`src/rtl/mem_arbiter.sv`:
```
// Round-robin arbiter sharing one memory port between NUM_REQ requesters.
// One outstanding read or write at a time; a silent memory is aborted with req_error.
`ifndef DEFAULT_MADDR_WIDTH
`define DEFAULT_MADDR_WIDTH 16
`endif
`ifndef DEFAULT_MDATA_WIDTH
`define DEFAULT_MDATA_WIDTH 32
`endif

module mem_arbiter #(
    parameter int NUM_REQ        = 3,
    parameter int MADDR_WIDTH    = `DEFAULT_MADDR_WIDTH,
    parameter int MDATA_WIDTH    = `DEFAULT_MDATA_WIDTH,
    parameter int TIMEOUT_CYCLES = 64
) (
    input  logic                           clock,
    input  logic                           reset,
    input  logic [NUM_REQ-1:0]             req_valid,
    input  logic [NUM_REQ-1:0]             req_write,
    input  logic [NUM_REQ*MADDR_WIDTH-1:0] req_addr,
    input  logic [NUM_REQ*MDATA_WIDTH-1:0] req_wdata,
    output logic [NUM_REQ-1:0]             req_ack,
    output logic                           req_error,
    output logic [MDATA_WIDTH-1:0]         req_rdata,
    output logic                           busy,
    output logic [MADDR_WIDTH-1:0]         mem_addr,
    output logic [MDATA_WIDTH-1:0]         mem_wdata,
    output logic                           mem_read_enable,
    output logic                           mem_write_enable,
    input  logic [MDATA_WIDTH-1:0]         mem_data,
    input  logic                           mem_read_ready
);
    localparam int IDX_W = $clog2(NUM_REQ);
    localparam int CNT_W = $clog2(TIMEOUT_CYCLES);

    typedef enum logic [1:0] {S_IDLE, S_ISSUE, S_WAIT, S_DONE} state_t;
    state_t state, state_nxt;

    logic [IDX_W-1:0] rr_ptr, grant, pick;
    logic             found, wr_lat;
    logic [CNT_W-1:0] tmo_cnt, tmo_inc;
    logic             tmo_hit;

    logic [MADDR_WIDTH-1:0] addr_arr  [NUM_REQ];
    logic [MDATA_WIDTH-1:0] wdata_arr [NUM_REQ];

    logic [NUM_REQ-1:0]     ack_nxt;
    logic                   err_nxt, re_nxt, we_nxt, busy_nxt;
    logic [MDATA_WIDTH-1:0] rdata_nxt, wdata_nxt;
    logic [MADDR_WIDTH-1:0] addr_nxt;

    for (genvar i = 0; i < NUM_REQ; i++) begin : g_unpack
        assign addr_arr[i]  = req_addr[i*MADDR_WIDTH +: MADDR_WIDTH];
        assign wdata_arr[i] = req_wdata[i*MDATA_WIDTH +: MDATA_WIDTH];
    end

    // First requesting index at or after rr_ptr, wrapping around.
    always_comb begin
        logic [IDX_W-1:0] idx;
        found = 1'b0;
        pick  = '0;
        idx   = '0;
        for (int k = 0; k < NUM_REQ; k++) begin
            idx = IDX_W'((int'(rr_ptr) + k) % NUM_REQ);
            if (!found && req_valid[idx]) begin
                found = 1'b1;
                pick  = idx;
            end
        end
    end

    assign tmo_inc = tmo_cnt + CNT_W'(1);
    assign tmo_hit = (tmo_inc == CNT_W'(TIMEOUT_CYCLES - 1));

    always_ff @(posedge clock or posedge reset) begin
        if (reset) state <= S_IDLE;
        else       state <= state_nxt;
    end

    always_comb begin
        state_nxt = state;
        case (state)
            S_IDLE:  if (found) state_nxt = S_ISSUE;
            S_ISSUE: state_nxt = S_WAIT;
            S_WAIT:  if (mem_read_ready || tmo_hit) state_nxt = S_DONE;
            S_DONE:  state_nxt = S_IDLE;
            default: state_nxt = S_IDLE;
        endcase
    end

    // Outputs are computed one cycle ahead so they are valid in the state they belong to.
    always_comb begin
        ack_nxt   = '0;
        err_nxt   = 1'b0;
        rdata_nxt = '0;
        addr_nxt  = mem_addr;
        wdata_nxt = mem_wdata;
        re_nxt    = 1'b0;
        we_nxt    = 1'b0;
        busy_nxt  = (state_nxt != S_IDLE);
        case (state)
            S_IDLE: if (found) begin
                addr_nxt  = addr_arr[pick];
                wdata_nxt = wdata_arr[pick];
                re_nxt    = ~req_write[pick];
                we_nxt    = req_write[pick];
            end
            S_WAIT: if (mem_read_ready || tmo_hit) begin
                ack_nxt[grant] = 1'b1;
                err_nxt        = ~mem_read_ready;
                rdata_nxt      = (mem_read_ready && !wr_lat) ? mem_data : '0;
            end
            default: ;
        endcase
    end

    always_ff @(posedge clock or posedge reset) begin
        if (reset) begin
            rr_ptr  <= '0;
            grant   <= '0;
            wr_lat  <= 1'b0;
            tmo_cnt <= '0;
        end else begin
            case (state)
                S_IDLE: if (found) begin
                    grant  <= pick;
                    wr_lat <= req_write[pick];
                end
                S_ISSUE: tmo_cnt <= '0;
                S_WAIT:  if (!mem_read_ready) tmo_cnt <= tmo_inc;
                S_DONE:  rr_ptr <= (grant == IDX_W'(NUM_REQ - 1)) ? '0 : grant + IDX_W'(1);
                default: ;
            endcase
        end
    end

    always_ff @(posedge clock or posedge reset) begin
        if (reset) begin
            req_ack          <= '0;
            req_error        <= 1'b0;
            req_rdata        <= '0;
            busy             <= 1'b0;
            mem_addr         <= '0;
            mem_wdata        <= '0;
            mem_read_enable  <= 1'b0;
            mem_write_enable <= 1'b0;
        end else begin
            req_ack          <= ack_nxt;
            req_error        <= err_nxt;
            req_rdata        <= rdata_nxt;
            busy             <= busy_nxt;
            mem_addr         <= addr_nxt;
            mem_wdata        <= wdata_nxt;
            mem_read_enable  <= re_nxt;
            mem_write_enable <= we_nxt;
        end
    end
endmodule
```
`config.mk`:
```
export PLATFORM = sky130hd
export DESIGN_NAME = mem_arbiter
export DESIGN_NICKNAME = d
export VERILOG_FILES = /design/src/rtl/mem_arbiter.sv
export SDC_FILE = /design/constraint.sdc
export NUM_CORES = 1
export LEC_CHECK = 0
export ABC_AREA = 1
export BUFFER_PORTS_ARGS = -buffer_cell sky130_fd_sc_hd__buf_2
export CAP_MARGIN = 10
export CORE_ASPECT_RATIO = 0.9
export CORE_MARGIN = 2
export CORE_UTILIZATION = 49
export CTS_BUF_LIST = sky130_fd_sc_hd__clkbuf_16
export CTS_CLUSTER_DIAMETER = 30
export DETAILED_ROUTE_END_ITERATION = 12
export GPL_TIMING_DRIVEN = 1
export HOLD_SLACK_MARGIN = 0.15
export PLACE_DENSITY_LB_ADDON = 0.15
export SYNTH_ARGS = -nofsm -noshare
export SYNTH_HDL_FRONTEND = slang
export SYNTH_SLANG_ARGS = --single-unit
```
`constraint.sdc`:
```
create_clock -name clock -period 8.7 [get_ports clock]
set_clock_uncertainty 0.05 [all_clocks]
set_input_delay 1.74 -clock clock [delete_from_list [all_inputs] [get_ports clock]]
set_output_delay 1.74 -clock clock [all_outputs]
set_load 0.05 [all_outputs]
```
==> metrics.txt <==
wire per inst=approximately 14 µm; die width=112 µm; total number of vias=about 5000; Initial Utilization=50.3%; Max FO, Critical Path=between 50 and 60; outcome=completed; post-route ant nets=0; DR pass1 iterations=4; Die Ht=between 100 and 150 µm; adder-cell share of the synthesized area=just under 2%; clock root buffer master=clkbuf_16; Synth Cell Area=between 5000 and 6000 µm²; multiplexer area fraction after synthesis=0%; CTS Hold Bufs=0; IO Count=between 200 and 300; RSZ-0062 raised after global routing=false; share of post-route cells with drive strength above 1=a little under two fifths; Area Growth Syn to Fin=32.5%; highest clock rate=236 MHz; max_cap viols=0; CORE AREA=10200 µm²; die area=11300 µm²; Buffers on Ports=271; drt via density=4.88; Final Max Slew Viols=0; worst setup margin=~4.5 ns; pre-CTS WS=~4.0 ns; Slew headroom=roughly a quarter; Syn. warnings=0; syn_nets=approximately 850; #FFs+latches synth=100; Leak=4.07 nW; grt total ovfl=0; worst slew pin tran=about 1.1 ns; total negative slack=0 ns; Tcrit/Tclk final=around 49%; Worst setup EP type=flop; # setup viols final=0; reg-to-reg slack, setup=~5.2 ns; Worst Setup Start Kind=input pin; GP Congestion=a little over 0.8; CTS tree=yes; main combinational cell family by area after synthesis=simple AND/OR/NAND/NOR gates; Compound-Gate Fraction of Synth Area=~1.3%; post-synthesis simple-gate area fraction=about 36%; total global routing track utilization=about a quarter; final net count=between 1000 and 1500; register area=approximately 2500 µm²; H-tree lvl count=3; xor/xnor share of the synthesized area=less than 1%; post-synthesis cell type count=30; non-filler instance count after layout=between 1000 and 1500; DRT iter0 DRCs=between 200 and 250; Mapped Cells=between 600 and 700; Tmin final=approximately 4.2 ns; Post-CTS Repair Setup Buffers=0; Setup CP Type=input pin to flop; Clock transition at path regs=roughly 0.080 ns; Hold WC Path Type=flop to flop; worst vdd ir=0.238 mV; average size of a mapped cell=7.83 µm²; # DRC=0; sequential-to-total area share from yosys stat=48.8%; largest net degree at the start of global routing=between 90 and 100; DP Wirelength=roughly 11 mm; global-route wire length before repair=around 23 mm; antenna violations before repair=0; Num CTS Buffers=9; Hold Violations, Final=0; Cell Pwr Density=about 400 nW/µm²; Cells after DPL=1028; vias in the first global route=between 4000 and 5000; utilization after layout=between 60% and 70%; multi-input logic area=around 2100 µm²; # clock sinks=100; CP Data Required Time=approximately 8.9 ns; Inserted Diodes=0; Row Count=35; Worst EP arrival=4.48 ns; Worst-Skew Late Latency=about 0.34 ns; clk buf depth=2; fillers=871; Total Routed Length=approximately 15 mm; PostCTS Resize Cnt=0
critical path: stages:
cell and delay (ns):
buf_2 0.10, inv_1 0.06, o21ai_0 0.19, nand2_2 0.11
nand4_1 0.13, nand2_2 0.65, nor2_4 1.15, nand2_1 0.17
nand3_1 0.14
registers in the layout, summed over array words and instances, names as in the netlist, 2 cells and up:
register   cells
grant          2
rr_ptr         2
tmo_cnt        6
req_ack        3
mem_wdata     32
state          2
req_rdata     32
mem_addr      16
placed cells by master, fill, tap and decap left out:
cell type,synthesis,layout
inv_2,3,3
or2_2,26,26
nor3_1,2,2
or2_1,20,20
o21ai_0,7,7
nor2_1,44,43
nand2_4,3,3
clkinvlp_4,0,1
nand4_1,3,3
nand3_4,1,1
nand4_2,1,1
buf_4,9,1
buf_2,3,271
nand2_1,173,173
clkinv_8,0,1
nand3_1,114,114
clkbuf_16,0,9
buf_12,0,1
dfrtp_1,100,100
ha_1,8,8
o22ai_1,1,1
nand2_2,6,6
nand3_2,4,4
nand3b_1,1,1
xor2_1,4,4
clkinv_4,0,2
inv_4,0,1
nor2_2,2,1
inv_6,0,2
a21oi_1,4,4
inv_1,99,99
a31oi_1,1,1
nor2_4,0,2
per-stage QoR:
| stage | power, mW | cell area, µm² | hold WS, ns |
|---|---|---|---|
| global placement | 2.32 | 6490 | 0.397 |
| CTS | 2.75 | 6780 | 0.420 |
| global route | 2.95 | 6800 | 0.447 |
| detailed placement | 2.36 | 6490 | 0.412 |
| floorplan | 2.03 | 5130 | 0.381 |
| finish | 2.75 | 6800 | 0.413 |
logic make-up after synthesis:
logic type,after synthesis
AND/OR/NAND/NOR,400
adder cells (fa/ha/maj),8
flip-flops,100
buffers and inverters,130
XOR/XNOR,4
AO/OA/AOI/OAI,13
cell type report:
class | count | area share, %
clock inverters | 7 | 0.920
repair buffers | 273 | 20.4
clock buffers | 9 | 3.31
flip-flops and latches | 100 | 36.8
inverters | 102 | 5.67
multi-input cells | 425 | 30.6
well taps | 129 | 2.37
report_power, final:
part           internal [mW]  total (mW)  switching [mW]
Clock                  0.199       0.385           0.186
Sequential             0.637       0.729          0.0922
Combinational          0.453        1.63            1.18
Total                   1.29        2.75            1.46
path summary, 6_finish.rpt:
kind | from | end | depth (start not counted)
hold reg to reg | grant[1] | req_ack[0] | 1
max in group asynchronous | reset | grant[0] | 3
min in group asynchronous | reset | req_rdata[14] | 2
setup reg to reg | rr_ptr[1] | mem_addr[14] | 9
hold / removal | grant[1] | req_ack[0] | 1
setup / recovery | req_valid[1] | mem_addr[14] | 9
synthesized netlist by cell type, drive strengths merged:
library cell    n  area share, %
inv           102            7.5
dfrtp         100             49
nand4           4           0.61
or2            46            5.6
a21oi           4           0.39
nor2           46            3.5
xor2            4           0.68
nand3b          1           0.15
clkbuf         11           0.85
nor3            2           0.20
buf            17            2.6
o21ai           7           0.68
nand2         182             14
ha              8            2.0
o22ai           1           0.12
nand3         119             12
a31oi           1           0.12
metal layers:
| metal | vias up | GRT usage, % | part of all wire (%) |
|---|---|---|---|
| li1 | 2508 | - | - |
| met1 | 2346 | 30.4 | 40 |
| met2 | 219 | 45.9 | 51 |
| met3 | 22 | 6.01 | 7.4 |
| met4 | 0 | 6.93 | 1.8 |
| met5 | - | 0 | 0 |
(Power assumes the default switching activity.)
